`src/rtl/lsu.sv`:
```
// Load/store unit: accepts an effective address and memory op from the core,
// drives a valid/ready data-memory port and returns a one-cycle response.
module lsu #(
  parameter int AW = 32,
  parameter int DW = 32
) (
  input  logic            clk,
  input  logic            rst,
  input  logic            req_valid,
  output logic            req_ready,
  input  logic [AW-1:0]   req_addr,
  input  logic            req_wen,
  input  logic [1:0]      req_size,
  input  logic            req_signed,
  input  logic [DW-1:0]   req_wdata,
  output logic            mem_valid,
  input  logic            mem_ready,
  output logic [AW-1:0]   mem_addr,
  output logic            mem_wen,
  output logic [DW/8-1:0] mem_wstrb,
  output logic [DW-1:0]   mem_wdata,
  input  logic            mem_rvalid,
  input  logic [DW-1:0]   mem_rdata,
  output logic            resp_valid,
  output logic [DW-1:0]   resp_rdata,
  output logic            resp_err,
  output logic            busy
);

  typedef enum logic [1:0] {IDLE, REQ, WAIT, RESP} state_t;

  state_t          state_q, state_d;
  logic [AW-1:0]   addr_q, addr_d;
  logic            wen_q, wen_d;
  logic [1:0]      size_q, size_d;
  logic            signed_q, signed_d;
  logic [DW-1:0]   wdata_q, wdata_d;
  logic            err_q, err_d;
  logic [DW-1:0]   rdata_q, rdata_d;

  logic            req_err;
  logic [1:0]      off;
  logic [DW/8-1:0] lane_strb;
  logic [DW-1:0]   lane_wdata;
  logic [7:0]      byte_sel;
  logic [15:0]     half_sel;
  logic [DW-1:0]   load_ext;

  always_comb begin
    req_err = 1'b0;
    case (req_size)
      2'd0:    req_err = 1'b0;
      2'd1:    req_err = req_addr[0];
      2'd2:    req_err = (req_addr[1:0] != 2'b00);
      default: req_err = 1'b1;
    endcase
  end

  always_comb begin
    state_d  = state_q;
    addr_d   = addr_q;
    wen_d    = wen_q;
    size_d   = size_q;
    signed_d = signed_q;
    wdata_d  = wdata_q;
    err_d    = err_q;
    rdata_d  = rdata_q;
    case (state_q)
      IDLE: begin
        if (req_valid) begin
          addr_d   = req_addr;
          wen_d    = req_wen;
          size_d   = req_size;
          signed_d = req_signed;
          wdata_d  = req_wdata;
          err_d    = req_err;
          rdata_d  = '0;
          state_d  = req_err ? RESP : REQ;
        end
      end
      REQ: begin
        // Read data may arrive in the handshake cycle itself, skipping WAIT.
        if (mem_ready) begin
          if (wen_q) begin
            state_d = RESP;
          end else if (mem_rvalid) begin
            rdata_d = mem_rdata;
            state_d = RESP;
          end else begin
            state_d = WAIT;
          end
        end
      end
      WAIT: begin
        if (mem_rvalid) begin
          rdata_d = mem_rdata;
          state_d = RESP;
        end
      end
      RESP:    state_d = IDLE;
      default: state_d = IDLE;
    endcase
  end

  always_ff @(posedge clk or posedge rst) begin
    if (rst) begin
      state_q  <= IDLE;
      addr_q   <= '0;
      wen_q    <= 1'b0;
      size_q   <= 2'd0;
      signed_q <= 1'b0;
      wdata_q  <= '0;
      err_q    <= 1'b0;
      rdata_q  <= '0;
    end else begin
      state_q  <= state_d;
      addr_q   <= addr_d;
      wen_q    <= wen_d;
      size_q   <= size_d;
      signed_q <= signed_d;
      wdata_q  <= wdata_d;
      err_q    <= err_d;
      rdata_q  <= rdata_d;
    end
  end

  assign off = addr_q[1:0];

  always_comb begin
    lane_strb  = '0;
    lane_wdata = '0;
    case (size_q)
      2'd0: begin
        lane_strb  = 4'b0001 << off;
        lane_wdata = {4{wdata_q[7:0]}};
      end
      2'd1: begin
        lane_strb  = off[1] ? 4'b1100 : 4'b0011;
        lane_wdata = {2{wdata_q[15:0]}};
      end
      default: begin
        lane_strb  = 4'b1111;
        lane_wdata = wdata_q;
      end
    endcase
  end

  always_comb begin
    byte_sel = 8'(rdata_q >> {off, 3'b000});
    half_sel = off[1] ? rdata_q[31:16] : rdata_q[15:0];
    load_ext = rdata_q;
    case (size_q)
      2'd0:    load_ext = {{(DW-8){signed_q & byte_sel[7]}}, byte_sel};
      2'd1:    load_ext = {{(DW-16){signed_q & half_sel[15]}}, half_sel};
      default: load_ext = rdata_q;
    endcase
  end

  assign req_ready  = (state_q == IDLE);
  assign busy       = (state_q != IDLE);
  assign mem_valid  = (state_q == REQ);
  assign mem_addr   = mem_valid ? {addr_q[AW-1:2], 2'b00} : '0;
  assign mem_wen    = mem_valid & wen_q;
  assign mem_wstrb  = mem_wen ? lane_strb : '0;
  assign mem_wdata  = mem_wen ? lane_wdata : '0;
  assign resp_valid = (state_q == RESP);
  assign resp_err   = resp_valid & err_q;
  assign resp_rdata = (resp_valid && !err_q && !wen_q) ? load_ext : '0;

endmodule

```
`config.mk`:
```
export PLATFORM = sky130hd
export DESIGN_NAME = lsu
export DESIGN_NICKNAME = d
export VERILOG_FILES = /design/src/rtl/lsu.sv
export SDC_FILE = /design/constraint.sdc
export NUM_CORES = 1
export LEC_CHECK = 0
export BUFFER_PORTS_ARGS = -buffer_cell sky130_fd_sc_hd__buf_2
export CELL_PAD_IN_SITES_DETAIL_PLACEMENT = 1
export CELL_PAD_IN_SITES_GLOBAL_PLACEMENT = 2
export CORE_MARGIN = 2
export CORE_UTILIZATION = 31
export DETAILED_ROUTE_END_ITERATION = 7
export GPL_TIMING_DRIVEN = 0
export PLACE_DENSITY_LB_ADDON = 0.1
export REMOVE_ABC_BUFFERS = 1
export SYNTH_ARGS = -nofsm -noshare
export SYNTH_HDL_FRONTEND = slang
export SYNTH_SLANG_ARGS = --single-unit
```
`constraint.sdc`:
```
create_clock -name clk -period 9.4 [get_ports clk]
set_input_delay 1.88 -clock clk [delete_from_list [all_inputs] [get_ports clk]]
set_output_delay 1.88 -clock clk [all_outputs]
set_load 0.02 [all_outputs]
```
==> run summary, run 1 <==
The worst-skew pair later-pin latency was 0.35 ns. Among all stages on the critical path, the largest delay is contributed by sky130_fd_sc_hd__nand2_1. The worst setup path is of the reg2out kind. The area added between synthesis and finish was 28.6%. In this run, the clock network consumes 14.6% of the power.

For the pin with the worst max-slew slack, the measured transition is 1.17 ns. For the worst setup path, the data required time is 7.52 ns. In this run the cell area of the synthesized design comes to 0.00553 mm2. The tools report the global placement routability congestion as 0.775.

The initial antenna violation count came out at 0. TritonCTS built the clock tree. The delay of the slowest cell on the worst path came out at 0.90 ns.

Yosys attributes the largest share of cell area to sky130_fd_sc_hd__dfrtp_1 47%, sky130_fd_sc_hd__mux2_2 14%, sky130_fd_sc_hd__mux2i_1 9.2%, sky130_fd_sc_hd__nand2_1 6.2%, sky130_fd_sc_hd__and2_1 3.7%. In the finished design, the share of the clock period the worst path needs comes to 54.7%. The floorplan step set the die width to 138 um.

The cell sitting at the root of the clock tree is a sky130_fd_sc_hd__clkbuf_16. Sequential cells were found to cover 46.6% of the synthesized design area. The run gives 196 as the first-iteration detailed-routing DRC count.

In this run the remaining antenna-violating nets after routing total 0. The clock arrives with 0.00704 ns of skew. TritonCTS created 9 clock buffers.

Entering global routing, the biggest net connects 67 pins. The logs give 0.499 ns for the worst hold slack and 18.7% for the overall global routing resource usage. The logs give 48 for the number of rows in the core area and 0 for the detailed-route DRC error count. The total via count after detailed routing is 4,649. The maximum clock frequency is 194 MHz.

The switching power summed over all nets is 1.11 mW. The worst register-to-register path ends at rdata_q[25]. The die covers 0.0189 mm2. The die is 138 um tall. In the final routed layout, each cell accounts on average for 17.9 um. The tools report the startpoint of the lowest-slack register-to-register path as state_q[1]. First-pass GRT wire length: 27,100 um.

The share of post-route cells with drive strength above 1 is 41.1%. The number of placed instances, taps included, is 958. The worst pin sits at a relative slew slack of 21.9%. In this run, post-CTS repair resized a total of 0 instances.

The logs give 0 ns for the setup TNS after final layout and 31.9% for the initial core utilization. The logs give 0 for the global route total overflow and 0 for the final-report max-slew violation count. IR analysis of the VDD net gives a maximum drop of 130 uV. For hold timing, the worst endpoint is addr_q[9]. In this run switching power makes up 43.9% of total power. For the arrival time at the worst endpoint, the log shows 3.26 ns. The clock drives 103 sinks. The worst reg2reg path depth works out to 8.

The classification of the worst-slack hold path was reg2reg. The tool flagged a number of max-cap violations equal to 0. Internal power comes to 1.42 mW.

Across all register-to-register paths, the minimum setup slack is 5.86 ns. The synthesized netlist contains 38 unique library cells. In this run the biggest area consumer among cell types represents 46.6% of the synthesized area.

The logs give 211 for the number of top-level pins and 5 for the number of optimization iterations in the first detailed-route pass. Summed over all nets, the half-perimeter wirelength after detailed placement is 12,300 um. The count of cells in the finished layout, fillers not included, comes to 974. The logs give 0 for the number of hold violations in the final report and 0 for the antenna diode instance count. Kind of end point of the critical path: an output pin. The tools report the post-detailed-routing wire length as 17,400 um. After the last flow step, the layout net total stands at 855.

In this run the standard cell core region covers 0.0174 mm2. Yosys printed 0 warnings. The flow ran to the end, and the final reports show no timing, DRC or antenna violations. Traced cell by cell, the critical path runs through inv_1 -> ha_2 -> nand2_1 -> a21oi_1 -> buf_2.

Setup violations remaining at the end of the flow were counted as 0. In the synthesized netlist the async set-or-reset flop fraction comes to 100%. The number of buffers added for setup after CTS was 0. The detailed-route vias per instance works out to 4.77.

The largest fanout on the critical path came out at 42. After clock tree synthesis, the clock-pin slew on the worst setup and hold paths is 0.07 ns. The number of cells on the worst hold path is 1.

The cell type with the largest total area after synthesis was sky130_fd_sc_hd__dfrtp_1. Buffers inserted to repair hold after CTS numbered 0. The launch point of the worst hold path is addr_q[9].

CTS built an H-tree with a depth of 3. For the number of buffers on the longest clock path, the log shows 2. Of the total power, registers draw 33.7%. The number of flops mapped to enable cells by yosys works out to 0. The total power per unit cell area is 356 mW/mm2. Combinational logic is responsible for 51.8% of the overall power. The number of instances in the synthesized netlist is 555, and the clock period minus worst slack is 5.14 ns. The dominant register cell in the synthesized netlist was sky130_fd_sc_hd__dfrtp_1.

The worst setup path is launched from a flip-flop. In this run the tool buffered the top-level ports with 208 buffer cells. Leaving out fill and tap cells, the most frequent cell in the layout is sky130_fd_sc_hd__buf_2. Setup repair after global routing left no endpoint under its margin.

The top cell types in the final layout, fill and taps aside, are 208 x sky130_fd_sc_hd__buf_2, 103 x sky130_fd_sc_hd__dfrtp_1, 90 x sky130_fd_sc_hd__nand2_1. The synthesized design contains 103 register bits. The run gives 5,001 as the via count of the first global-routing pass. For this design the static power due to leakage is 3.83 nW. A synthesized cell averages 9.96 um2.
## cells in the mapped netlist, types with 2 or more instances
master                     count
sky130_fd_sc_hd__buf_1         7
sky130_fd_sc_hd__nor2_2        2
sky130_fd_sc_hd__inv_1        41
sky130_fd_sc_hd__a221oi_1      2
sky130_fd_sc_hd__mux2i_1      51
sky130_fd_sc_hd__o21a_1        3
sky130_fd_sc_hd__nand2_1      91
sky130_fd_sc_hd__a21oi_1      27
sky130_fd_sc_hd__ha_1          6
sky130_fd_sc_hd__and3_1       10
sky130_fd_sc_hd__nor2_1       32
sky130_fd_sc_hd__nor3_1        3
sky130_fd_sc_hd__mux2_2       69
sky130_fd_sc_hd__a222oi_1      7
sky130_fd_sc_hd__nand2b_1      3
sky130_fd_sc_hd__a22oi_1       7
sky130_fd_sc_hd__buf_4         2
sky130_fd_sc_hd__buf_2        10
sky130_fd_sc_hd__o21ai_0      13
sky130_fd_sc_hd__dfrtp_1     103
sky130_fd_sc_hd__and2_1       33
sky130_fd_sc_hd__clkbuf_1     17
## how the worst max path moves through the flow
| stage | from | cells after the start | slack, ns | end |
|---|---|---|---|---|
| 4_1_cts | state_q[1] | 5 | 3.44 | mem_wstrb[1] |
| 2_1_floorplan | rst | 1 | 4.82 | addr_q[0] |
| 6_report | state_q[1] | 5 | 4.26 | mem_wstrb[1] |
| 3_3_place_gp | rst | 2 | 3.24 | rdata_q[12] |
| 3_5_place_dp | state_q[1] | 5 | 3.84 | mem_wstrb[1] |
| 5_1_grt | state_q[1] | 5 | 3.93 | mem_wdata[12] |
## metrics by stage
step	utilization [%]	setup slack (ns)	instance area [um2]	total power, mW
after global routing	41.0	3.93	7110	2.74
final	41.0	4.26	7110	2.53
after detailed placement	39.3	3.84	6830	2.19
after floorplan	-	4.82	5370	1.73
after CTS	41.0	3.44	7110	2.57
after global placement	38.5	3.24	6690	2.13
## power by group through the flow
stage          clock network, mW  logic, mW  registers [mW]
3_3_place_gp                   0       1.27           0.859
4_1_cts                    0.382       1.34           0.854
6_report                   0.369       1.31           0.852
5_1_grt                    0.399       1.45           0.891
2_1_floorplan                  0      0.932           0.800
3_5_place_dp                   0       1.33           0.861
## flip-flops by register name (all words and copies together) (netlist names)
| signal | cells |
|---|---|
| signed_q | 1 |
| wen_q | 1 |
| wdata_q | 32 |
| addr_q | 32 |
| err_q | 1 |
| size_q | 2 |
| state_q | 2 |
| rdata_q | 32 |
## critical path, delay by kind of cell (launching register included)
family	cells	cell delay (ns)
simple gates	1	0.90
fa+ha+maj	1	0.71
compound gates	1	0.48
flops	1	0.45
buf+inv	2	0.37
## kinds of logic (layout without fill, tap and decap cells)
family / after synthesis / after routing / share of synthesized area (%)
AND/OR/NAND/NOR: 183 / 183 / 15.5
multiplexers: 120 / 120 / 23.3
flip-flops: 103 / 103 / 46.6
buffers and inverters: 78 / 271 / 5.79
AO/OA/AOI/OAI: 64 / 64 / 7.42
adder cells (fa/ha/maj): 6 / 6 / 1.36
other: 1 / 2 / 0.0678
## layout make-up
class / instances / area (um2)
clock buffers: 11 / 253
clock inverters: 5 / 31.3
fillers: 2034 / 10200
inverters: 41 / 156
multi-input cells: 375 / 2650
flip-flops and latches: 103 / 2580
well taps: 225 / 282
repair buffers: 214 / 1170
## layer usage
layer / global-route usage [%] / vias to the layer above / share of wire [%]
li1: - / 2231 / -
met1: 23.8 / 2271 / 43
met2: 31.1 / 135 / 48
met3: 5.11 / 12 / 7.2
met4: 5.44 / 0 / 1.1
met5: 0 / - / 0
(Power assumes the default switching activity.)
==> inputs of run 2 (changes only) <==
--- a/config.mk
+++ b/config.mk
@@ -9,7 +9,7 @@
 export CELL_PAD_IN_SITES_DETAIL_PLACEMENT = 1
 export CELL_PAD_IN_SITES_GLOBAL_PLACEMENT = 2
 export CORE_MARGIN = 2
-export CORE_UTILIZATION = 31
+export CORE_UTILIZATION = 29
 export DETAILED_ROUTE_END_ITERATION = 7
 export GPL_TIMING_DRIVEN = 0
 export PLACE_DENSITY_LB_ADDON = 0.1
==> constraint.sdc (replaced) <==
create_clock -name clk -period 5.2 [get_ports clk]
set_input_delay 1.04 -clock clk [delete_from_list [all_inputs] [get_ports clk]]
set_output_delay 1.04 -clock clk [all_outputs]
set_load 0.02 [all_outputs]
==> run 2 against run 1 <==
Net effect: non-clock buffer count fell by 1; routed wire length grew 0.51%; critical path type unchanged; cell count grew 0.92%; utilization shrank 3.0 points; register-to-register slack got worse by 4.3 ns; die area is 6.7% higher; global-route usage shrank 0.77 points.
==> run summary, run 2 (synthesis gave the netlist of run 1 again) <==
The flow ran to the end, and the final reports show no timing, DRC or antenna violations. The delay of the slowest cell on the worst path was 0.89 ns (about the same). The number of cells on the worst hold path is 1 (unchanged).

Leaving out fill and tap cells, the most frequent cell in the layout is sky130_fd_sc_hd__buf_2. The final core utilization is 38.0% (-3.0 points). The startpoint identified for the worst register-to-register timing path is state_q[1].

The tools report the H-tree depth as 3 (unchanged). The logs give 0 (unchanged) for the detailed-route DRC error count and 966 (+0.84%) for the number of placed instances, taps included. Slack of the worst reg-to-reg path: 1.59 ns (-4.27 ns). The clock period minus worst slack was 4.28 ns. The final critical path takes up 82.3% of the cycle. The share of post-route cells with drive strength above 1 is 41.1% (about the same). Core footprint: 0.0187 mm2 (+7.8%). Count of final setup violators: 0 (unchanged). The worst-skew pair later-pin latency is 0.36 ns (about the same), and the cell-internal power is 2.55 mW (+79%). The worst register-to-register path ends at rdata_q[12].

The run gives 3.24 ns (-0.02 ns) as the arrival time at the worst endpoint. The setup TNS after final layout came out at 0 ns (unchanged). Kind of end point of the critical path: an output pin. TritonCTS built the clock tree. The overall global routing resource usage came out at 17.9% (-0.77 points). CTS placed an instance of sky130_fd_sc_hd__clkbuf_16 at the clock tree root. The tools report the initial core utilization as 29.6% (-2.3 points). The kind of launch point of the worst setup path is a flip-flop.

For this run, the top clock speed supported by timing is 234 MHz. The run gives 0.571 ns (-3.27 ns) as the worst setup slack before clock tree synthesis. Average wire per standard cell: 17.8 um (-0.41%). The final-report max-slew violation count is 0 (unchanged).

The first-pass GRT wire length is 28,200 um (+4.2%), and the global placement routability congestion is 0.729 (-5.9%). The run gives 0 (unchanged) as the global route total overflow. On the critical path, the stage with the largest delay is an instance of sky130_fd_sc_hd__nand2_1.

The via count of the first global-routing pass was 5,144 (+2.9%). The count of max-cap constraint violations came out at 0 (unchanged). The run gives 14.5% (about the same) as the clock share of power. The overall power consumption was 4.57 mW (+81%); the number of nets in the finished design was 854 (-0.12%).

The path class of the tightest hold or removal check is reg2reg. The area added between synthesis and finish is 28.6% (about the same). The end point of the worst hold path was addr_q[2]. The run gives 103 (unchanged) as the number of sinks on the clock net. The final non-filler cell total is 983 (+0.92%). Number of optimization iterations in the first detailed-route pass: 4 (-1). Clock transition at the registers of the reported paths: 0.08 ns (about the same). The run gives 3.82 nW (-0.30%) as the leakage power summed over all cells. The library cells used most frequently in the layout, excluding fill and tap cells, are 208 x sky130_fd_sc_hd__buf_2, 102 x sky130_fd_sc_hd__dfrtp_1, 90 x sky130_fd_sc_hd__nand2_1.

The largest fanout on the critical path came out at 42 (unchanged). For the number of rows in the core area, the log shows 50 (+4.2%). The number of buffers on the longest clock path was 2 (unchanged); the part of the total power dissipated in sequential elements was 34.4% (+0.7 points). The maximum vdd drop was 206 uV (+59%); the pin count of the biggest net entering global routing was 55 (-18%). Height of the die: 142 um (+3.3%). The largest registers in the layout are addr_q: 32 flops, rdata_q: 32 flops, wdata_q: 32 flops.

The share of total power in combinational logic was 51.1% (-0.7 points); the total via count after detailed routing was 4,698 (+1.1%). The logs give 4.16 ns (-3.36 ns) for the worst endpoint required time and 168 (-14%) for the first-iteration detailed-routing DRC count. Worst reg2reg path depth: 8 (unchanged). Setup repair after global routing left no endpoint under its margin. The number of fillers in the final layout is 2,168 (+6.6%), and the sum of buffers and inverters on the critical path is 2 (unchanged).

The die width works out to 142 um (+3.3%). The proportion of total power due to net switching was 44.3% (+0.46 points); the area of the die was 0.0202 mm2 (+6.7%). The number of input and output port buffers inserted came out at 208 (unchanged). Number of buffers added for setup after CTS: 0 (unchanged).

Detailed-route vias per instance: 4.78 (+0.13%). Traced cell by cell, the critical path runs through inv_1 -> ha_2 -> nand2_1 -> a21oi_1 -> buf_2. The family with the most delay on the worst path was simple AND/OR/NAND/NOR gates. The number of top-level pins is 211 (unchanged), and the initial antenna violation count is 3 (+3). The post-DP HPWL is 12,200 um (-0.85%), and the number of hold violations in the final report is 0 (unchanged).

Multi-input combinational cell area: 0.00265 mm2 (unchanged). The launch point of the worst hold path is addr_q[2]. The run gives 0.00258 mm2 (about the same) as the area of all sequential standard cells. The transition at the pin with the smallest max-transition slack works out to 1.21 ns (+0.0411 ns). The tools report the worst max-slew margin expressed relative to the limit as 19.3% (-2.6 points). The total power per unit cell area was 643 mW/mm2 (+81%); the setup skew after layout was 0.0131 ns (+0.00611 ns). The run gives 0 (unchanged) as the total of hold buffers inserted after clock tree synthesis.

For the final worst setup slack, the log shows 0.919 ns (-3.34 ns). The run gives 0 (unchanged) as the count of antenna-violating nets left after detailed routing. The worst setup path is of the reg2out kind.

The logs give 9 (unchanged) for the TritonCTS buffer count and 17,500 um (+0.51%) for the post-detailed-routing wire length. The number of instances resized during post-cts repair came out at 0 (unchanged). The run gives 2.03 mW (+83%) as the switching power summed over all nets.
-- run 2: worst max-delay path by stage --
stage	start	to	slack (ns)	cells past startpoint
3_5_place_dp	state_q[1]	mem_wstrb[3]	0.57	5
5_1_grt	state_q[1]	mem_wstrb[3]	0.61	5
2_1_floorplan	rst	addr_q[0]	1.46	1
6_report	state_q[1]	mem_wstrb[3]	0.92	5
3_3_place_gp	rst	wdata_q[23]	-0.18	2
4_1_cts	state_q[1]	mem_wstrb[3]	0.16	5
-- run 2: final cells by class --
class,instances,share of cell area [%]
diodes,2,0.0704
clock buffers,9,3.17
clock inverters,6,0.774
inverters,41,2.20
multi-input cells,375,37.2
flip-flops and latches,103,36.3
well taps,234,4.12
repair buffers,213,16.2
-- run 2: power by group through the flow --
| stage | Clock, mW | Sequential (mW) | Combinational [mW] |
|---|---|---|---|
| global placement | 0 | 1.56 | 2.30 |
| global route | 0.725 | 1.64 | 2.59 |
| detailed placement | 0 | 1.59 | 2.37 |
| finish | 0.664 | 1.57 | 2.34 |
| floorplan | 0 | 1.45 | 1.68 |
| CTS | 0.700 | 1.58 | 2.39 |
-- run 2: stage by stage --
| step | hold WS [ns] | instance area (um2) |
|---|---|---|
| after floorplan | 0.459 | 5370 |
| after global placement | 0.480 | 6700 |
| after detailed placement | 0.486 | 6820 |
| after CTS | 0.505 | 7100 |
| after global routing | 0.529 | 7110 |
| final | 0.501 | 7110 |
-- run 2: layer usage --
layer | wire [um] | part of all wire, % | vias to the layer above | global-route usage, %
met2 | 8570 | 49 | 140 | 30.3
met1 | 7470 | 43 | 2315 | 22.4
li1 | - | - | 2225 | -
met3 | 1240 | 7.1 | 16 | 5.38
met4 | 223 | 1.3 | 2 | 4.63
met5 | 16 | 0.091 | - | 0
